$ cat src/rtl/rf_write_scheduler_if.sv
// Request, hazard-query and register-file port bundle for rf_write_scheduler.
interface rf_write_scheduler_if;
  logic        WA_VALID;
  logic [3:0]  WA_REG;
  logic [31:0] WA_DATA;
  logic        WB_VALID;
  logic [3:0]  WB_REG;
  logic [31:0] WB_DATA;
  logic [3:0]  QA_REG;
  logic [3:0]  QB_REG;
  logic        QA_HIT;
  logic        QB_HIT;
  logic [31:0] PW;
  logic [3:0]  C;
  logic        RFLd;
  logic        PC_WRITE;
  logic        STALL;
  logic        ERR;

  modport master (
    output WA_VALID, WA_REG, WA_DATA, WB_VALID, WB_REG, WB_DATA, QA_REG, QB_REG,
    input  QA_HIT, QB_HIT, PW, C, RFLd, PC_WRITE, STALL, ERR
  );

  modport slave (
    input  WA_VALID, WA_REG, WA_DATA, WB_VALID, WB_REG, WB_DATA, QA_REG, QB_REG,
    output QA_HIT, QB_HIT, PW, C, RFLd, PC_WRITE, STALL, ERR
  );
endinterface

$ cat src/rtl/rf_write_scheduler.sv
// Serialises up to two register-file writes per cycle onto the single write
// port in program order; surplus writes wait in a small FIFO.
module rf_write_scheduler #(
  parameter int DEPTH = 2
) (
  input logic           CLK,
  input logic           RST,
  rf_write_scheduler_if.slave bus
);
  localparam int CW = $clog2(DEPTH + 1);
  localparam int AW = $clog2(DEPTH);

  typedef struct packed {
    logic [3:0]  rg;
    logic [31:0] data;
  } ent_t;

  ent_t             fifo [DEPTH];
  logic [DEPTH-1:0] vld;
  logic [AW-1:0]    rd_ptr, wr_ptr;
  logic [CW-1:0]    count;
  logic             stall, err_q;

  logic             a_v, b_v, arr0_v, arr1_v;
  ent_t             arr0, arr1;
  logic             iss_v, deq, e0_v, e1_v;
  ent_t             iss, e0, e1;
  logic [CW-1:0]    n_arr;

  function automatic logic [AW-1:0] inc(input logic [AW-1:0] p);
    return (p == AW'(DEPTH - 1)) ? '0 : p + AW'(1);
  endfunction

  // Stall comes only from registered occupancy, so accepting at most two
  // arrivals (one of which always issues) can never overfill the FIFO.
  assign stall = (count >= CW'(DEPTH - 1));

  // Pick the issue candidate (FIFO head, else A, else B) and the arrivals to enqueue.
  always_comb begin
    a_v    = bus.WA_VALID & ~stall;
    b_v    = bus.WB_VALID & ~stall;
    arr0   = a_v ? {bus.WA_REG, bus.WA_DATA} : {bus.WB_REG, bus.WB_DATA};
    arr0_v = a_v | b_v;
    arr1   = {bus.WB_REG, bus.WB_DATA};
    arr1_v = a_v & b_v;
    n_arr  = CW'(a_v) + CW'(b_v);
    iss    = arr0;
    iss_v  = arr0_v;
    deq    = 1'b0;
    e0     = arr1;
    e0_v   = arr1_v;
    e1     = arr1;
    e1_v   = 1'b0;
    if (count != '0) begin
      iss   = fifo[rd_ptr];
      iss_v = 1'b1;
      deq   = 1'b1;
      e0    = arr0;
      e0_v  = arr0_v;
      e1    = arr1;
      e1_v  = arr1_v;
    end
  end

  // Pointers, occupancy, entry valids, port registers and sticky error.
  always_ff @(posedge CLK or negedge RST) begin
    if (!RST) begin
      rd_ptr       <= '0;
      wr_ptr       <= '0;
      count        <= '0;
      vld          <= '0;
      bus.PW       <= '0;
      bus.C        <= '0;
      bus.RFLd     <= 1'b0;
      bus.PC_WRITE <= 1'b0;
      err_q        <= 1'b0;
    end else begin
      if (deq) begin
        vld[rd_ptr] <= 1'b0;
        rd_ptr      <= inc(rd_ptr);
      end
      if (e0_v) vld[wr_ptr] <= 1'b1;
      if (e1_v) vld[inc(wr_ptr)] <= 1'b1;
      if (e1_v)      wr_ptr <= inc(inc(wr_ptr));
      else if (e0_v) wr_ptr <= inc(wr_ptr);
      if (iss_v) count <= count + n_arr - CW'(1);
      bus.RFLd     <= iss_v;
      bus.PC_WRITE <= iss_v & (iss.rg == 4'hF);
      if (iss_v) begin
        bus.PW <= iss.data;
        bus.C  <= iss.rg;
      end
      if (stall & (bus.WA_VALID | bus.WB_VALID)) err_q <= 1'b1;
    end
  end

  // FIFO payload storage; validity is tracked separately so no reset needed.
  always_ff @(posedge CLK) begin
    if (e0_v) fifo[wr_ptr] <= e0;
    if (e1_v) fifo[inc(wr_ptr)] <= e1;
  end

  // Hazard hits look only at registered state: queued entries and the port.
  always_comb begin
    bus.QA_HIT = bus.RFLd & (bus.C == bus.QA_REG);
    bus.QB_HIT = bus.RFLd & (bus.C == bus.QB_REG);
    for (int i = 0; i < DEPTH; i++) begin
      if (vld[i] && fifo[i].rg == bus.QA_REG) bus.QA_HIT = 1'b1;
      if (vld[i] && fifo[i].rg == bus.QB_REG) bus.QB_HIT = 1'b1;
    end
  end

  assign bus.STALL = stall;
  assign bus.ERR   = err_q;
endmodule

$ cat src/flat_wrapper.sv
// flat-port wrapper written by rule: the top's interface ports become plain ports
module rf_write_scheduler_flat 
#(
  parameter int DEPTH = 2
)
  (CLK, RST, bus_WA_VALID, bus_WA_REG, bus_WA_DATA, bus_WB_VALID, bus_WB_REG, bus_WB_DATA, bus_QA_REG, bus_QB_REG, bus_QA_HIT, bus_QB_HIT, bus_PW, bus_C, bus_RFLd, bus_PC_WRITE, bus_STALL, bus_ERR);
  rf_write_scheduler_if bus_i ();
  input logic CLK;
  input logic RST;
  input wire logic [$bits(bus_i.WA_VALID)-1:0] bus_WA_VALID;
  input wire logic [$bits(bus_i.WA_REG)-1:0] bus_WA_REG;
  input wire logic [$bits(bus_i.WA_DATA)-1:0] bus_WA_DATA;
  input wire logic [$bits(bus_i.WB_VALID)-1:0] bus_WB_VALID;
  input wire logic [$bits(bus_i.WB_REG)-1:0] bus_WB_REG;
  input wire logic [$bits(bus_i.WB_DATA)-1:0] bus_WB_DATA;
  input wire logic [$bits(bus_i.QA_REG)-1:0] bus_QA_REG;
  input wire logic [$bits(bus_i.QB_REG)-1:0] bus_QB_REG;
  output wire logic [$bits(bus_i.QA_HIT)-1:0] bus_QA_HIT;
  output wire logic [$bits(bus_i.QB_HIT)-1:0] bus_QB_HIT;
  output wire logic [$bits(bus_i.PW)-1:0] bus_PW;
  output wire logic [$bits(bus_i.C)-1:0] bus_C;
  output wire logic [$bits(bus_i.RFLd)-1:0] bus_RFLd;
  output wire logic [$bits(bus_i.PC_WRITE)-1:0] bus_PC_WRITE;
  output wire logic [$bits(bus_i.STALL)-1:0] bus_STALL;
  output wire logic [$bits(bus_i.ERR)-1:0] bus_ERR;
  assign bus_i.WA_VALID = bus_WA_VALID;
  assign bus_i.WA_REG = bus_WA_REG;
  assign bus_i.WA_DATA = bus_WA_DATA;
  assign bus_i.WB_VALID = bus_WB_VALID;
  assign bus_i.WB_REG = bus_WB_REG;
  assign bus_i.WB_DATA = bus_WB_DATA;
  assign bus_i.QA_REG = bus_QA_REG;
  assign bus_i.QB_REG = bus_QB_REG;
  assign bus_QA_HIT = bus_i.QA_HIT;
  assign bus_QB_HIT = bus_i.QB_HIT;
  assign bus_PW = bus_i.PW;
  assign bus_C = bus_i.C;
  assign bus_RFLd = bus_i.RFLd;
  assign bus_PC_WRITE = bus_i.PC_WRITE;
  assign bus_STALL = bus_i.STALL;
  assign bus_ERR = bus_i.ERR;
  rf_write_scheduler #(.DEPTH(DEPTH)) u_core (.CLK(CLK), .RST(RST), .bus(bus_i));
endmodule
$ cat config.mk
export PLATFORM = sky130hd
export DESIGN_NAME = rf_write_scheduler_flat
export DESIGN_NICKNAME = d
export VERILOG_FILES = /design/src/rtl/rf_write_scheduler_if.sv /design/src/rtl/rf_write_scheduler.sv /design/src/flat_wrapper.sv
export SDC_FILE = /design/constraint.sdc
export NUM_CORES = 1
export LEC_CHECK = 0
export CAP_MARGIN = 20
export CORE_ASPECT_RATIO = 0.5
export CORE_MARGIN = 3
export CORE_UTILIZATION = 41
export CTS_BUF_LIST = sky130_fd_sc_hd__clkbuf_2 sky130_fd_sc_hd__clkbuf_4 sky130_fd_sc_hd__clkbuf_8
export DETAILED_ROUTE_END_ITERATION = 8
export HOLD_SLACK_MARGIN = 0.03
export MAX_ROUTING_LAYER = met4
export PLACE_DENSITY_LB_ADDON = 0.2
export SYNTH_ARGS = -nofsm -noshare
export SYNTH_HDL_FRONTEND = slang
export SYNTH_SLANG_ARGS = --single-unit
$ cat constraint.sdc
create_clock -name CLK -period 6.76 [get_ports CLK]
set_input_delay 1.352 -clock CLK [delete_from_list [all_inputs] [get_ports CLK]]
set_output_delay 1.352 -clock CLK [all_outputs]
set_load 0.02 [all_outputs]
==> results of run 1 <==
-- final cells by class --
class | instances | area (sq um)
clock buffers | 19 | 255.2
clock inverters | 13 | 157.7
fillers | 1031 | 5185
inverters | 5 | 18.77
multi-input cells | 223 | 1573
flip-flops and latches | 117 | 3289
well taps | 165 | 206.4
repair buffers | 129 | 1296
-- report_power, final --
part | internal [uW] | leakage [uW] | switching [uW]
combinational | 472 | 0.00107 | 477
clock | 376 | 0.000201 | 281
sequential | 937 | 0.00117 | 155
total | 1780 | 0.00243 | 914
-- stage by stage --
step	std cells	power, uW	instance area, sq um
floorplan	404	1653	5109
global placement	638	2046	6356
detailed placement	639	2070	6384
CTS	671	2730	6797
global route	671	2875	6797
finish	671	2699	6797
-- kinds of logic (layout without fill, tap and decap cells) --
| logic type | after synthesis | in the layout | share of synthesized area, % |
|---|---|---|---|
| mux | 44 | 44 | 9.478 |
| buf+inv | 64 | 166 | 5.119 |
| flops | 117 | 117 | 64.36 |
| compound gates | 105 | 105 | 11.85 |
| xor+xnor | 27 | 27 | 4.629 |
| simple gates | 46 | 46 | 4.311 |
| fa+ha+maj | 1 | 1 | 0.2449 |
-- path summary, 6_finish.rpt --
| path | start | to | depth (start not counted) |
|---|---|---|---|
| max in group asynchronous | RST | u_core.rd_ptr | 2 |
| hold reg to reg | u_core.bus.ERR | u_core.bus.ERR | 1 |
| min in group asynchronous | RST | u_core.bus.PW[10] | 2 |
| setup / recovery | bus_QB_REG[3] | bus_QB_HIT | 6 |
| setup reg to reg | u_core.count[1] | u_core.fifo[0][18] | 5 |
| hold / removal | u_core.bus.ERR | u_core.bus.ERR | 1 |
-- Yosys cell counts (all sizes together) (10+ instances only) --
| cell type | count | area [sq um] |
|---|---|---|
| edfxtp | 72 | 2162 |
| o22ai | 54 | 337.8 |
| clkbuf | 49 | 183.9 |
| dfrtp | 45 | 1126 |
| mux2 | 35 | 394.1 |
| a21oi | 32 | 160.2 |
| xor2 | 18 | 157.7 |
| nand2 | 17 | 63.81 |
| o21ai | 15 | 75.07 |
| buf | 10 | 58.80 |
-- state kept, by name (all words and copies together) (netlist names) --
name and flops:
u_core.bus.C 4, u_core.bus.ERR 1, u_core.bus.PC_WRITE 1, u_core.bus.PW 32, u_core.bus.RFLd 1, u_core.count 2, u_core.fifo 72, u_core.rd_ptr 1
u_core.vld 2, u_core.wr_ptr 1
-- metal layers --
| metal | share of wire (%) | up-vias | wire length [um] | global-route usage (%) |
|---|---|---|---|---|
| met5 | 0 | - | 0 | - |
| met4 | 0.96 | 0 | 107 | 5.602 |
| met3 | 4.2 | 10 | 471 | 4.339 |
| met2 | 48 | 84 | 5339 | 27.67 |
| met1 | 47 | 1637 | 5202 | 22.32 |
| li1 | - | 1650 | - | - |
-- worst reg2reg max path, cell delays in order (launching register included) --
cell	delay (ns)
dfrtp_1	0.46
nor2_4	0.12
buf_4	0.49
nand3_1	0.27
nor2_4	0.58
buf_16	0.25
==> reports/metrics.csv, run 1 <==
metric,value,unit
CTS Buffer Depth,2,
Worst Clk Skew,0.01083,ns
clock buffer count from CTS,17,
Die Height,84.93,um
Core Region,11980,sq um
pin count of the biggest net entering global routing,59,
Clock Sinks,117,
Diodes inserted,0,
Root Driver,clkbuf_8,
Area growth syn-to-layout,33.04,%
R2R Setup Slk,4.30,ns
vias in the first global route,3526,
Residual DRC,0,
Final setup viols,0,
All-Layer GR Usage,17.47,%
Worst path slowest cell,clkdlybuf4s50_1,
ys flop type,edfxtp_1,
Worst setup EP type,output port,
Min Hold Slack,0.4784,ns
Post-Place Setup Slack,2.242,ns
total grt overflow,0,
final period utilization,64.54,%
starting density of the core,42.64,%
WL final,11120,um
Yosys Warn Count,0,
IO Pins,126,
Die ar.,13920,sq um
DRT Pass-1 Iters,4,
max-slew violations,0,
Synth Register Bits,117,
"most common cell after layout, fill and taps aside",clkdlybuf4s50_1,
unrepaired setup endpoints after global routing,false,
std cell rows,28,
relative slew slack,32.20,%
fmax,229.2,MHz
Final HPWL DP,7358,um
startpoint types,input port,
Nets,578,
IO buf count,125,
Async SR Flop Fraction,38.46,%
number of distinct library cells after synthesis,32,
fraction of layout cells with a size suffix above 1,15.61,%
final hold viol count,0,
total of max-cap violations,0,
via count,3381,
clk slew on worst S/H paths,0.06,ns
# H-tree levels,4,
first-pass GRT wire length,18210,um
Synth Cell Area,5109,sq um
Tightest Hold Check Type,reg2reg,
post-route ant nets,0,
RePlAce Congestion,0.7757,
Critical Path Fanout Max,3,
"leading cell types in the layout, fill and taps excluded","124 x clkdlybuf4s50_1, 72 x edfxtp_1, 54 x o22ai_1",
"Core Util, Final",56.73,%
Skew-Pair Late Insertion Delay,0.42,ns
Crit path buffers/inverters,2,
Max VDD drop,0.0001694,V
cell count after synthesis,404,
final worst setup slack,2.397,ns
Setup TNS,0,ns
vias per inst,5.039,
antenna violations before repair,0,
max incr delay on CP,0.61,ns
Avg Synthesized Cell Area,12.65,sq um
Post-CTS Setup Bufs,0,
PwrDens,397.1,nW/um^2
"delay-heaviest family, CP",buffers and inverters,
Leak,0.002434,uW
CP Class,in2out,
Crit path required time,5.41,ns
"EDFF count, synth",72,
WL/cell,16.57,um
post-cts gate resize count,0,
"Hold-fix buffers, CTS",0,
Iter 0 DRT Violations,122,
critical-path cell list,clkdlybuf4s50_1 > xor2_1 > nor3_1 > nand3_1 > nand3_1 > clkdlybuf4s50_1,
Die Wd,163.9,um
fin crit period,4.363,ns
sequential fraction of the synthesis area,64.36,%
Critical Path AT,3.01,ns
Worst Tran Pin Value,1.016,ns
CTS tree,built,
run status,completed,
Mapped Nets,489,
Power figures use the tool's default switching activity.
==> run 2: changes to the inputs <==
- clock period: 6.76 -> 4.2 ns (I/O delays scaled with it)
==> reports/metrics.csv, run 2 (synthesis results as in run 1) <==
metric,value,unit,change
DRT Pass-1 Iters,4,,unchanged
CP Class,in2out,,
via count,3419,,+1.1%
Area growth syn-to-layout,33.01,%,about the same
start of the worst register-to-register path,u_core.count[1],,
Die Height,84.93,um,unchanged
R2R Setup Slk,1.84,ns,-2.46 ns
Largest Register,u_core.fifo,,
register share of total power,40.9,%,+0.4 points
total grt overflow,0,,unchanged
Layout Cells excl Fill,673,,+0.30%
post-placement cell area,6404,sq um,+0.31%
"Core Util, Final",56.71,%,about the same
Psw,1501,uW,+64%
clk slew on worst S/H paths,0.07,ns,about the same
multi-input logic area,1573,sq um,unchanged
sw frac,34.91,%,+1.1 points
total of max-cap violations,0,,unchanged
biggest regs,"u_core.fifo (72), u_core.bus.PW (32), u_core.bus.C (4)",,
finished layout cell area,6795,sq um,about the same
post-cts gate resize count,0,,unchanged
Max VDD drop,0.0003300,V,+95%
Clk pwr share,23.3,%,-1.1 points
# fillers,1047,,+1.6%
vias per inst,5.080,,+0.82%
Nets,580,,+0.35%
Iter 0 DRT Violations,151,,+24%
antenna violations before repair,0,,unchanged
final hold viol count,0,,unchanged
Crit path required time,3.36,ns,-2.05 ns
Setup crit start,bus_QB_REG[0],,
cell count of the worst reg-to-reg path,5,,unchanged
PwrDens,632.7,nW/um^2,+59%
Post-CTS Setup Bufs,0,,unchanged
Die ar.,13920,sq um,unchanged
Worst setup EP type,output port,,
Tightest Hold Check Type,in2async,,
Worst path slowest cell,clkdlybuf4s50_1,,
Critical Path Fanout Max,3,,unchanged
starting density of the core,42.64,%,unchanged
Clock Sinks,117,,unchanged
Worst Tran Pin Value,1.011,ns,-0.004746 ns
sequential cell area,3289,sq um,unchanged
WL final,11220,um,+0.90%
pin count of the biggest net entering global routing,59,,unchanged
critical-path cell list,clkdlybuf4s50_1 > xor2_1 > nor3_1 > nand3_1 > nand3_1 > clkdlybuf4s50_1,,
Critical Path AT,2.51,ns,-0.50 ns
"most common cell after layout, fill and taps aside",clkdlybuf4s50_1,,
Diodes inserted,0,,unchanged
"Hold-fix buffers, CTS",0,,unchanged
# H-tree levels,4,,unchanged
post-route ant nets,0,,unchanged
All-Layer GR Usage,17.23,%,-0.23 points
Root Driver,clkbuf_8,,
max reg flops,72,,unchanged
fmax,298.3,MHz,
IO buf count,125,,unchanged
Final setup viols,0,,unchanged
max-slew violations,0,,unchanged
vias in the first global route,3531,,+0.14%
Leak,0.002431,uW,-0.11%
IO Pins,126,,unchanged
Final HPWL DP,7477,um,+1.6%
max incr delay on CP,0.60,ns,about the same
fin crit period,3.352,ns,
Internal Power,2798,uW,+57%
"leading cell types in the layout, fill and taps excluded","124 x clkdlybuf4s50_1, 72 x edfxtp_1, 54 x o22ai_1",,
Core Region,11980,sq um,unchanged
reg2reg end,u_core.fifo[0][18],,
run status,completed,,
crit path to,bus_QB_HIT,,
Gate power share,35.8,%,+0.6 points
Setup TNS,0,ns,unchanged
clock buffer count from CTS,17,,unchanged
unrepaired setup endpoints after global routing,false,,
std cell rows,28,,unchanged
Die Wd,163.9,um,unchanged
Residual DRC,0,,unchanged
first-pass GRT wire length,18060,um,-0.80%
RePlAce Congestion,0.8367,,+7.9%
Worst Clk Skew,0.01273,ns,+0.001897 ns
CTS tree,built,,
Inst Count DP,641,,+0.31%
WL/cell,16.67,um,+0.60%
Skew-Pair Late Insertion Delay,0.41,ns,about the same
final period utilization,79.82,%,
startpoint types,input port,,
relative slew slack,32.60,%,+0.39 points
CTS Buffer Depth,2,,unchanged
fraction of layout cells with a size suffix above 1,15.94,%,+0.33 points
==> run 2: power groups by stage <==
stage / clock [uW] / combinational [uW] / sequential, uW
floorplan: 0 / 769 / 1890
global placement: 0 / 1540 / 1780
detailed placement: 0 / 1550 / 1780
CTS: 1030 / 1560 / 1760
global route: 1090 / 1680 / 1810
finish: 1000 / 1540 / 1760
==> run 2: how the worst min path moves through the flow <==
stage	to	slack, ns	cells past startpoint
after floorplan	u_core.wr_ptr	0.46	1
after global placement	u_core.bus.ERR	0.46	1
after detailed placement	u_core.bus.ERR	0.47	1
after CTS	u_core.bus.PW[4]	0.40	1
after global routing	u_core.bus.PW[9]	0.42	1
final	u_core.bus.PW[11]	0.42	1
==> run 2: worst max-delay path, delay by kind of cell <==
kind	cells	cell delay [ns]
xor gates and xnor gates	1	0.17
buffers and inverters	2	1.08
and+or+nand+nor	3	0.42
==> run 2: area by class of cell <==
| type | count | share of cell area [%] |
|---|---|---|
| tap | 165 | 3.038 |
| multi-input combinational | 223 | 23.14 |
| sequential | 117 | 48.41 |
| timing repair buffer | 131 | 19.37 |
| clock buffer | 17 | 3.443 |
| inverter | 5 | 0.2762 |
| clock inverter | 15 | 2.320 |
==> run 2: stage by stage <==
step           hold WS [ns]  setup WS (ns)  total power (uW)
2_1_floorplan        0.4608          1.032              2661
6_report             0.4153         0.8475              4299
3_5_place_dp         0.4651         0.8666              3339
4_1_cts              0.4019         0.8580              4346
5_1_grt              0.4212         0.7659              4569
3_3_place_gp         0.4582         0.8712              3317
==> run 2: per-layer routing <==
layer	global-route usage (%)	vias up	wire, um	part of all wire, %
met3	3.998	10	445	4.0
met5	-	-	0	0
met2	26.73	80	5317	47
li1	-	1657	-	-
met4	6.063	0	128	1.1
met1	22.47	1672	5328	47
==> run 3: changes to the inputs <==
- clock period: 4.2 -> 3.18 ns (I/O delays scaled with it)
==> reports/metrics.csv, run 3 (synthesis results as in run 1) <==
metric,value,unit,change
run status,completed,,
Skew-Pair Late Insertion Delay,0.42,ns,about the same
Area growth syn-to-layout,34.58,%,
Setup TNS,0,ns,unchanged
IO buf count,125,,unchanged
max-slew violations,0,,unchanged
# H-tree levels,4,,unchanged
Worst setup EP type,output port,,
Residual DRC,0,,unchanged
vias in the first global route,3584,,+1.5%
vias per inst,5.065,,-0.30%
"most common cell after layout, fill and taps aside",clkdlybuf4s50_1,,
Final HPWL DP,7697,um,+2.9%
post-placement cell area,6421,sq um,+0.27%
PwrDens,858.5,nW/um^2,+36%
Clock Sinks,117,,unchanged
CP Class,in2out,,
All-Layer GR Usage,17.63,%,+0.39 points
Die ar.,13920,sq um,unchanged
biggest regs,"u_core.fifo (72), u_core.bus.PW (32), u_core.bus.C (4)",,
Post-CTS Setup Bufs,0,,unchanged
Critical Path Fanout Max,3,,unchanged
IO Pins,126,,unchanged
final hold viol count,0,,unchanged
startpoint types,input port,,
Root Driver,clkbuf_8,,
Max VDD drop,0.0004826,V,+46%
Critical Path AT,2.30,ns,-0.21 ns
"Power, Total",5903,uW,+37%
finished layout cell area,6875,sq um,+1.2%
first-pass GRT wire length,18260,um,+1.1%
std cell rows,28,,unchanged
grt met1 use,21.84,%,-0.63 points
total of max-cap violations,0,,unchanged
relative slew slack,47.19,%,+15 points
clk slew on worst S/H paths,0.07,ns,about the same
final worst setup slack,0.2446,ns,-0.6030 ns
"leading cell types in the layout, fill and taps excluded","124 x clkdlybuf4s50_1, 72 x edfxtp_1, 54 x o22ai_1",,
final period utilization,92.31,%,
fin crit period,2.935,ns,
Final setup viols,0,,unchanged
unrepaired setup endpoints after global routing,false,,
CTS Buffer Depth,2,,unchanged
Post-Place Setup Slack,0.2542,ns,-0.6124 ns
CTS tree,built,,
WL/cell,16.72,um,+0.30%
clock buffer count from CTS,17,,unchanged
Die Height,84.93,um,unchanged
fmax,340.7,MHz,
RePlAce Congestion,0.8013,,-4.2%
Iter 0 DRT Violations,154,,+2.0%
total grt overflow,0,,unchanged
pin count of the biggest net entering global routing,59,,unchanged
Core Region,11980,sq um,unchanged
met3 usage,4.681,%,+0.68 points
post-route ant nets,0,,unchanged
antenna violations before repair,0,,unchanged
Min Hold Slack,0.2958,ns,-0.1195 ns
via count,3429,,+0.29%
Worst Tran Pin Value,0.7921,ns,-0.2190 ns
grt met2 use,28.01,%,+1.3 points
max reg flops,72,,unchanged
Nets,584,,+0.69%
Tightest Hold Check Type,in2async,,
fraction of layout cells with a size suffix above 1,16.41,%,+0.46 points
Diodes inserted,0,,unchanged
Worst Clk Skew,0.01040,ns,-0.002325 ns
Die Wd,163.9,um,unchanged
post-cts gate resize count,0,,unchanged
Largest Register,u_core.fifo,,
Leak,0.002487,uW,+2.3%
Crit path required time,2.54,ns,-0.82 ns
layer with the highest usage,met2,,
WL final,11320,um,+0.90%
DRT Pass-1 Iters,6,,+2
starting density of the core,42.64,%,unchanged
"Hold-fix buffers, CTS",0,,unchanged
-- run 3: cell count changes in the layout (fill, tap and decap cells not counted) --
cell        change
clkinv_1        +1
clkinv_4        -3
clkinvlp_4      -2
buf_12          -1
clkbuf_8        +1
bufinv_16       +3
inv_6           -1
clkinv_2        +1
buf_4           +5
-- run 3: metal layers --
metal	share of wire (%)	vias up	routed length, um
met3	4.0	13	458
met5	0	-	0
met4	1.2	0	141
met1	45	1671	5146
li1	-	1665	-
met2	49	80	5574
-- run 3: worst paths after layout --
check / from / end / slack [ns] / cells after the start
max in group asynchronous: RST / u_core.bus.PW[12] / 2.13 / 2
worst max-delay path: bus_QA_REG[2] / bus_QA_HIT / 0.24 / 6
worst max register to register: u_core.count[1] / u_core.fifo[0][20] / 1.12 / 5
worst min register to register: u_core.bus.PW[1] / u_core.bus.PW[1] / 0.48 / 2
min in group CLK: u_core.bus.PW[1] / u_core.bus.PW[1] / 0.48 / 2
worst min-delay path: RST / u_core.bus.PW[10] / 0.30 / 1
-- run 3: stage by stage --
stage	util, %	instances
floorplan	-	404
global placement	53.59	645
detailed placement	53.59	645
CTS	57.38	677
global route	57.38	677
finish	57.38	677
-- run 3: power by group --
group / internal (uW) / switching, uW
clock network: 949 / 598
logic: 1010 / 1050
registers: 1990 / 304
-- run 3: cell type report --
type,count,area [sq um]
timing repair buffer,135,1334
clock buffer,18,247.7
fill,1037,5106
tap,165,206.4
clock inverter,14,206.4
multi-input combinational,223,1573
sequential,117,3289
inverter,5,18.77
-- run 3: worst max-delay path: stages --
cell	delay [ns]
clkdlybuf4s50_1	0.49
xor2_1	0.19
nor3_1	0.20
nand3_1	0.10
nand3_1	0.09
clkdlybuf4s50_1	0.60
